===== config.mk =====
export PLATFORM = sky130hd
export DESIGN_NAME = cpu5_datapath_mc
export DESIGN_NICKNAME = d
export VERILOG_FILES = /design/src/rtl/cpu5_datapath_mc.sv
export SDC_FILE = /design/constraint.sdc
export NUM_CORES = 2
export LEC_CHECK = 0
export BUFFER_PORTS_ARGS = -buffer_cell sky130_fd_sc_hd__buf_2
export CORE_ASPECT_RATIO = 1.75
export CORE_MARGIN = 10
export CORE_UTILIZATION = 40
export CTS_CLUSTER_DIAMETER = 40
export DETAILED_ROUTE_END_ITERATION = 10
export GPL_ROUTABILITY_DRIVEN = 0
export PLACE_DENSITY_LB_ADDON = 0.3
export SLEW_MARGIN = 20
export SYNTH_ARGS = -nofsm -noshare
export SYNTH_HDL_FRONTEND = slang
export SYNTH_SLANG_ARGS = --single-unit

===== constraint.sdc =====
create_clock -name i_clk -period 6.2 [get_ports i_clk]
set_clock_uncertainty 0.1 [all_clocks]
set_input_delay 0.93 -clock i_clk [delete_from_list [all_inputs] [get_ports i_clk]]
set_output_delay 0.93 -clock i_clk [all_outputs]
set_load 0.02 [all_outputs]

===== src/rtl/cpu5_datapath_mc.sv =====
// cpu5_datapath_mc: multi-cycle RV-subset datapath with a shared req/ack memory port
module cpu5_datapath_mc #(
  parameter int              XLEN     = 32,
  parameter logic [XLEN-1:0] RESET_PC = '0
) (
  input  logic            i_clk,
  input  logic            i_rst_n,
  output logic            o_mem_req,
  output logic            o_mem_we,
  output logic [XLEN-1:0] o_mem_addr,
  output logic [31:0]     o_mem_wdata,
  input  logic            i_mem_ack,
  input  logic [31:0]     i_mem_rdata,
  output logic [XLEN-1:0] o_pc,
  output logic            o_retire,
  output logic            o_halt,
  output logic [2:0]      o_state
);
  typedef enum logic [2:0] {
    S_FETCH  = 3'd0,
    S_DECODE = 3'd1,
    S_EXEC   = 3'd2,
    S_MEM    = 3'd3,
    S_WB     = 3'd4,
    S_TRAP   = 3'd7
  } state_t;

  state_t          r_state;
  logic [XLEN-1:0] r_pc, r_a, r_b, r_aluout, r_mdr, r_target;
  logic [31:0]     r_ir;
  logic            r_retire, r_halt;
  logic [XLEN-1:0] r_rf [32];

  logic [6:0]      w_op, w_f7;
  logic [2:0]      w_f3;
  logic [4:0]      w_rd, w_rs1, w_rs2;
  logic            w_is_lui, w_is_jal, w_is_br, w_is_lw, w_is_sw, w_is_addi, w_is_alu, w_legal;
  logic            w_taken;
  logic [XLEN-1:0] w_imm_i, w_imm_s, w_imm_b, w_imm_j, w_imm_u;
  logic [XLEN-1:0] w_slt, w_alu, w_pc4, w_ld_ext;

  assign w_op  = r_ir[6:0];
  assign w_rd  = r_ir[11:7];
  assign w_f3  = r_ir[14:12];
  assign w_rs1 = r_ir[19:15];
  assign w_rs2 = r_ir[24:20];
  assign w_f7  = r_ir[31:25];

  assign w_imm_i = XLEN'($signed(r_ir[31:20]));
  assign w_imm_s = XLEN'($signed({r_ir[31:25], r_ir[11:7]}));
  assign w_imm_b = XLEN'($signed({r_ir[31], r_ir[7], r_ir[30:25], r_ir[11:8], 1'b0}));
  assign w_imm_j = XLEN'($signed({r_ir[31], r_ir[19:12], r_ir[20], r_ir[30:21], 1'b0}));
  assign w_imm_u = XLEN'($signed({r_ir[31:12], 12'b0}));

  assign w_is_lui  = w_op == 7'b0110111;
  assign w_is_jal  = w_op == 7'b1101111;
  assign w_is_br   = w_op == 7'b1100011 && w_f3[2:1] == 2'b00;
  assign w_is_lw   = w_op == 7'b0000011 && w_f3 == 3'b010;
  assign w_is_sw   = w_op == 7'b0100011 && w_f3 == 3'b010;
  assign w_is_addi = w_op == 7'b0010011 && w_f3 == 3'b000;
  assign w_is_alu  = w_op == 7'b0110011 &&
                     ((w_f7 == 7'b0000000 && (w_f3 == 3'b000 || w_f3 == 3'b111 || w_f3 == 3'b110 ||
                                              w_f3 == 3'b100 || w_f3 == 3'b010)) ||
                      (w_f7 == 7'b0100000 && w_f3 == 3'b000));
  assign w_legal   = w_is_lui | w_is_jal | w_is_br | w_is_lw | w_is_sw | w_is_addi | w_is_alu;

  // BEQ has funct3[0]=0, BNE has funct3[0]=1, so equality xor that bit gives taken
  assign w_taken  = (r_a == r_b) != w_f3[0];
  assign w_pc4    = r_pc + XLEN'(4);
  assign w_ld_ext = XLEN'($signed(i_mem_rdata));
  assign w_slt    = {{(XLEN-1){1'b0}}, $signed(r_a) < $signed(r_b)};

  assign w_alu = w_is_lui              ? w_imm_u :
                 w_is_addi | w_is_lw   ? r_a + w_imm_i :
                 w_is_sw               ? r_a + w_imm_s :
                 w_f3 == 3'b111        ? r_a & r_b :
                 w_f3 == 3'b110        ? r_a | r_b :
                 w_f3 == 3'b100        ? r_a ^ r_b :
                 w_f3 == 3'b010        ? w_slt :
                 w_f7[5]               ? r_a - r_b : r_a + r_b;

  // Request is gated by reset so it drops the moment reset asserts, even mid-transaction
  assign o_mem_req   = i_rst_n & (r_state == S_FETCH || r_state == S_MEM);
  assign o_mem_we    = r_state == S_MEM && w_is_sw;
  assign o_mem_addr  = r_state == S_MEM ? {r_aluout[XLEN-1:2], 2'b00} : {r_pc[XLEN-1:2], 2'b00};
  assign o_mem_wdata = r_b[31:0];
  assign o_pc        = r_pc;
  assign o_retire    = r_retire;
  assign o_halt      = r_halt;
  assign o_state     = r_state;

  // Sequencer: fetch/decode/exec/mem/wb control, PC and pipeline-style holding registers
  always_ff @(posedge i_clk or negedge i_rst_n)
    if (!i_rst_n) begin
      r_state  <= S_FETCH;
      r_pc     <= RESET_PC;
      r_ir     <= '0;
      r_a      <= '0;
      r_b      <= '0;
      r_aluout <= '0;
      r_mdr    <= '0;
      r_target <= '0;
      r_retire <= 1'b0;
      r_halt   <= 1'b0;
    end else begin
      r_retire <= 1'b0;
      case (r_state)
        S_FETCH:
          if (i_mem_ack) begin
            r_ir    <= i_mem_rdata;
            r_state <= S_DECODE;
          end
        S_DECODE: begin
          r_a      <= r_rf[w_rs1];
          r_b      <= r_rf[w_rs2];
          r_target <= r_pc + (w_is_jal ? w_imm_j : w_imm_b);
          if (!w_legal) begin
            r_halt  <= 1'b1;
            r_state <= S_TRAP;
          end else
            r_state <= S_EXEC;
        end
        S_EXEC:
          if (w_is_br) begin
            r_pc     <= w_taken ? r_target : w_pc4;
            r_retire <= 1'b1;
            r_state  <= S_FETCH;
          end else if (w_is_jal) begin
            r_aluout <= w_pc4;
            r_pc     <= r_target;
            r_state  <= S_WB;
          end else if (w_is_lw | w_is_sw) begin
            r_aluout <= w_alu;
            r_state  <= S_MEM;
          end else begin
            r_aluout <= w_alu;
            r_pc     <= w_pc4;
            r_state  <= S_WB;
          end
        S_MEM:
          if (i_mem_ack) begin
            if (w_is_sw) begin
              r_pc     <= w_pc4;
              r_retire <= 1'b1;
              r_state  <= S_FETCH;
            end else begin
              r_mdr   <= w_ld_ext;
              r_state <= S_WB;
            end
          end
        S_WB: begin
          if (w_is_lw) r_pc <= w_pc4;
          r_retire <= 1'b1;
          r_state  <= S_FETCH;
        end
        S_TRAP: r_state <= S_TRAP;
        default: r_state <= S_TRAP;
      endcase
    end

  // Register file write-back; x0 is never written so it always reads zero
  always_ff @(posedge i_clk or negedge i_rst_n)
    if (!i_rst_n) begin
      for (int i = 0; i < 32; i++) r_rf[i] <= '0;
    end else if (r_state == S_WB && w_rd != 5'd0)
      r_rf[w_rd] <= w_is_lw ? r_mdr : r_aluout;
endmodule

* Word level (Yosys, flattened, before mapping)
Cells that the tools add are included.
Storage, ports and cells: register bits 1253, output and inout port bits 103, bits of input ports 35, logic and storage cells 163
Operators by class: equality and inequality tests 23, order comparisons 5, $add $sub $neg 6, bitwise operators 18, reduce and logical (&&, ||, !) cells 28, mux-type cells 41
Operator list (number):
- bitwise mux 1024 bit | 1
- 2-to-1 mux 32 bit | 23
- binary-select mux 32 bit (select 5 bit) | 2
- demux 32 bit (select 5 bit) | 1
- adder 32 bit | 4
- case mux 32 bit (3 select lines) | 1
- adder 32 x 3 -> 32 bit (second input constant) | 1
- bitwise AND 32 bit | 1
- equality test 32 bit | 1
- < comparator 32 bit | 1
- bitwise OR 32 bit | 1
- subtractor 32 bit | 1
- bitwise XOR 32 bit | 1
- equality test 7 x 6 -> 1 bit (second input constant) | 4
- 2-to-1 mux 3 bit | 7
- 2-to-1 mux 20 bit | 1
- greater-or-equal comparator 6 bit (second input constant) | 3
- inverter 5 -> 6 bit | 3
- case mux 3 bit (5 select lines) | 1
- equality test 7 bit (second input constant) | 2
- equality test 3 bit (second input constant) | 4
- logical AND 1 bit | 10
- equality test 3 x 2 -> 1 bit (second input constant) | 3
- != test 2 bit (second input constant) | 4
- 20 further kinds | 40

* Depth between registers and ports, before layout
word-level depth 11, depth in mapped cells 20, depth with buffers taken out 17

* Worst setup path after synthesis
No wires, ideal clock.
kind flip-flop to flip-flop, start reg r_ir[5], end reg r_target[31], path slack 1.744 ns, stages on the path, launching flop included 20, required time 5.967 ns, period minus slack after synthesis 4.456 ns, library setup time 0.133 ns, path buffers 3, arrival 4.223 ns, path through dfrtp_1 clkbuf_1 nand4_1 or2_2 clkbuf_1 clkbuf_1 nand2_1 nand2_1 ha_1 fa_1 a211oi_1 o21ai_0 a221oi_1 o21bai_1 o32a_1 nand2_1 a21oi_1 o21ai_1 mux2i_1 nor3_1
Between the ends: longest elaborated chain between the ends 3
Ends and longest elaborated chain:
- from (decl) | line 30 | logic [31:0] r_ir;
- from (signal assigned) | line 110 | r_ir <= i_mem_rdata;
- equality test 7 bit | line 56 | assign w_is_jal = w_op == 7'b1101111;
- 2-to-1 mux 20 bit | line 116 | r_target <= r_pc + (w_is_jal ? w_imm_j : w_imm_b);
- adder 32 bit | line 116
- to (signal assigned) | line 116
- to (decl) | line 29 | logic [XLEN-1:0] r_pc, r_a, r_b, r_aluout, r_mdr, r_target;
Every way passes these cells. A chain may end at the register's enable or synchronous reset.

* Worst setup path in the final report
Ends and elaborated chain as after synthesis.

==> flow_metrics.env <==
export IMPL_result_of_the_run="finished, final reports clean"
export IMPL_post_synthesis_cells=6749
export IMPL_final_cells=9009
export IMPL_timing_rr_end="r_target[31]"
export IMPL_report_final_hold_viol_count=0
export IMPL_share_of_the_cycle_needed_by_the_critical_path_after_routing=0.825
export IMPL_root_buffer="sky130_fd_sc_hd__clkbuf_16"
export IMPL_cp_cell_sequence="nand4_1, or2_2, nand2_1, nand2_1, ha_1, fa_1, a211oi_1, o21ai_0, a221oi_1, o21bai_1, o32a_1, nand2_1, a21oi_1, o21ai_1, mux2i_1, nor3_1"
export IMPL_grt_first_pass_wirelength_um=381000
export IMPL_utilization=0.442
export IMPL_critical_path_arrival_ns=5.63
export IMPL_p_per_area_mw_per_mm2=205
export IMPL_crit_buf_inv=0
export IMPL_crit_path_max_fanout=19
export IMPL_floorplan_rows=205
export IMPL_synth_enable_flop_cells=0
export IMPL_max_clock_freq_mhz=196
export IMPL_setup_tns_final_ns=0
export IMPL_cts_repair_resized=0
export IMPL_ys_ff_latch=1253
export IMPL_reg2regPathDepth=16
export IMPL_post_place_cells=8780
export IMPL_layout_drive_gt1_share=0.205
export IMPL_whs_path_depth=0
export IMPL_antenna_violating_nets_post_route=0
export IMPL_dr_pass1_iters=6
export IMPL_detail_route_drc_violations=0
export IMPL_power_leakage_nw=32.5
export IMPL_die_area_mm2=0.197
export IMPL_die_height_um=580
export IMPL_fillerInstances=16558
export IMPL_grt_pass1_vias=56973
export IMPL_crit_path_frequent_cell="sky130_fd_sc_hd__nand2_1"
export IMPL_grt_util_all_layers=0.257
export IMPL_syn_area_mm2=0.0716
export IMPL_dp_worst_setup_slack_ns=1.19
export IMPL_detail_route_iter0_violations=5750
export IMPL_finalSetupViolCount=0
export IMPL_areaGrowthSynthToFinish_pct=10.1
export IMPL_overflow=0
export IMPL_maxCapViolations=0
export IMPL_final_setup_worst_slack_ns=1.09
export IMPL_p_clk_frac=0.481
export IMPL_rsz_0062_raised_after_global_routing="false"
export IMPL_cts_tree="built"
export IMPL_power_share_sequential=0.506
export IMPL_max_slew_worst_pin_slew_ns=1.31
export IMPL_worst_ep_required_time_ns=6.72
export IMPL_report_power_total_mw=16.2
export IMPL_clk_insertion_delay_late_ns=0.76
export IMPL_antenna_found_initial=6
export IMPL_holdCritPathClass="flip-flop to flip-flop"
export IMPL_synthDistinctLibCells=102
export IMPL_cell_internal_pwr_mw=12.4
export IMPL_netlist_top_cells_area="sky130_fd_sc_hd__dfrtp_1 (44%), sky130_fd_sc_hd__mux4_2 (20%), sky130_fd_sc_hd__o21ai_0 (6.6%)"
export IMPL_critPathMaxStageDelay_ns=0.57
export IMPL_cts_max_path_buffers=3
export IMPL_switchingPower_mw=3.72
export IMPL_yosys_top_cells_count="sky130_fd_sc_hd__dfrtp_1 (1253), sky130_fd_sc_hd__nand2_1 (975), sky130_fd_sc_hd__o21ai_0 (940)"
export IMPL_dr_total_vias=56037
export IMPL_p_sw_frac=0.230
export IMPL_detail_route_wirelength_um=257000
export IMPL_cts_inserted_buffers=119
export IMPL_slew_headroom=0.125
export IMPL_placement_cell_area_mm2=0.0746
export IMPL_post_route_min_period_ns=5.11
export IMPL_ys_warn_count=0
export IMPL_dieWidth_um=340
export IMPL_synth_most_common_cell="sky130_fd_sc_hd__dfrtp_1"
export IMPL_timing_rr_start="r_ir[5]"
export IMPL_maximum_number_of_pins_on_one_net_before_global_route_repair=173
export IMPL_synth_main_ff_cell="sky130_fd_sc_hd__dfrtp_1"
export IMPL_power_frac_comb=0.013
export IMPL_io_buffer_count=135
export IMPL_place_hpwl_um=169000
export IMPL_layout_cell_area_non_filler_mm2=0.0788
export IMPL_critPathCaptureType="flip-flop"
export IMPL_worst_setup_hold_path_clk_slew_ns=0.07
export IMPL_seq_area_frac_synth=0.438
export IMPL_io_pin_count=138
export IMPL_drt_vias_per_instance=6.22
export IMPL_core_region_area_mm2=0.178
export IMPL_reg2reg_slack_ns=1.09
export IMPL_fin_worst_hold_slack_ns=0.293
export IMPL_initial_utilization=0.402
export IMPL_clock_sinks=1253
export IMPL_syn_avg_cell_area_um2=10.6
export IMPL_ys_async_sr_fraction=1.00
export IMPL_hold_path_end="r_rf[1012]"
export IMPL_path_delay_family="compound AO/OA/AOI/OAI gates"
export IMPL_timing_critical_path_from_type="flip-flop"
export IMPL_path_class="flip-flop to flip-flop"
export IMPL_ir_drop_uv=270
export IMPL_post_drt_wl_per_cell_um=28.6
export IMPL_timing_critical_path_slowest_stage_cell="sky130_fd_sc_hd__or2_2"
export IMPL_timing_final_max_slew_violations=0
export IMPL_synthDominantAreaCellType="sky130_fd_sc_hd__dfrtp_1"
export IMPL_nNetsFinal=6729
export IMPL_clock_tree_htree_level_count=3
export IMPL_hp_start="r_rf[1012]"
export IMPL_synthDominantCellAreaShare=0.438
routing by layer:
layer,wire length [um],track usage,vias up
li1,-,-,24063
met3,19700,0.0419,937
met4,21800,0.185,0
met1,91800,0.303,28266
met5,0,0,-
met2,124000,0.422,2771
worst register-to-register path, stage by stage (launching register included):
cell and delay, ns:
sky130_fd_sc_hd__dfrtp_1 0.56, sky130_fd_sc_hd__nand4_1 0.31, sky130_fd_sc_hd__or2_2 0.57, sky130_fd_sc_hd__nand2_1 0.13, sky130_fd_sc_hd__nand2_1 0.07, sky130_fd_sc_hd__ha_1 0.23, sky130_fd_sc_hd__fa_1 0.46, sky130_fd_sc_hd__a211oi_1 0.30
sky130_fd_sc_hd__o21ai_0 0.23, sky130_fd_sc_hd__a221oi_1 0.52, sky130_fd_sc_hd__o21bai_1 0.25, sky130_fd_sc_hd__o32a_1 0.46, sky130_fd_sc_hd__nand2_1 0.16, sky130_fd_sc_hd__a21oi_1 0.12, sky130_fd_sc_hd__o21ai_1 0.22, sky130_fd_sc_hd__mux2i_1 0.22
sky130_fd_sc_hd__nor3_1 0.07
what timing repair did:
action,in CTS,in global routing
hold buffers,1,0
endpoints found under the setup margin,0,0
buffers inserted,0,0
hold endpoints to repair,35,0
sequential cells by signal (all words and copies together), names as in the netlist:
signal	cells
r_ir	32
r_mdr	32
r_aluout	32
o_state	3
r_rf	1024
r_a	32
o_retire	1
r_target	32
o_mem_wdata	32
o_pc	32
o_halt	1
worst max path at each step:
| stage | from | to | depth (start not counted) |
|---|---|---|---|
| floorplan | r_ir[5] | r_target[31] | 19 |
| global placement | r_ir[5] | r_target[31] | 16 |
| detailed placement | r_ir[5] | r_target[31] | 16 |
| CTS | r_ir[5] | r_target[31] | 16 |
| global route | r_ir[5] | r_target[31] | 16 |
| finish | r_ir[5] | r_target[31] | 16 |
power groups by stage:
stage | Clock [mW] | Sequential [mW] | Combinational [mW]
floorplan | 0 | 8.34 | 0.0120
global placement | 0 | 8.34 | 0.216
detailed placement | 0 | 8.35 | 0.220
CTS | 7.88 | 8.19 | 0.221
global route | 8.19 | 8.18 | 0.243
finish | 7.77 | 8.19 | 0.211
logic make-up after synthesis:
| logic type | Yosys count | synth area share |
|---|---|---|
| mux | 837 | 0.230 |
| flops | 1253 | 0.438 |
| compound gates | 1835 | 0.143 |
| xor+xnor | 119 | 0.0146 |
| simple gates | 1781 | 0.103 |
| fa+ha+maj | 169 | 0.0301 |
| buf+inv | 754 | 0.0408 |
| other cells | 1 | 0.0000524 |
final cells by class:
| cell class | count | area [um2] | area share |
|---|---|---|---|
| Multi-Input combinational cell | 4743 | 37800 | 0.479 |
| Sequential cell | 1253 | 31400 | 0.398 |
| Clock buffer | 163 | 3440 | 0.0436 |
| Tap cell | 2380 | 2980 | 0.0378 |
| Timing Repair Buffer | 290 | 2100 | 0.0266 |
| Clock inverter | 57 | 677 | 0.00859 |
| Inverter | 118 | 443 | 0.00562 |
| Antenna cell | 5 | 12.5 | 0.000159 |
cell usage in the layout, fill, tap and decap left out, types with 73 or more instances in the layout:
| cell | count |
|---|---|
| sky130_fd_sc_hd__a21oi_1 | 545 |
| sky130_fd_sc_hd__mux4_2 | 640 |
| sky130_fd_sc_hd__o21ai_0 | 940 |
| sky130_fd_sc_hd__inv_1 | 115 |
| sky130_fd_sc_hd__mux2_2 | 95 |
| sky130_fd_sc_hd__nand2_1 | 958 |
| sky130_fd_sc_hd__buf_4 | 135 |
| sky130_fd_sc_hd__buf_2 | 134 |
| sky130_fd_sc_hd__xnor2_1 | 73 |
| sky130_fd_sc_hd__ha_1 | 164 |
| sky130_fd_sc_hd__dfrtp_1 | 1241 |
| sky130_fd_sc_hd__clkbuf_16 | 122 |
| sky130_fd_sc_hd__nor2_1 | 512 |
Power figures use the tool's default switching activity.
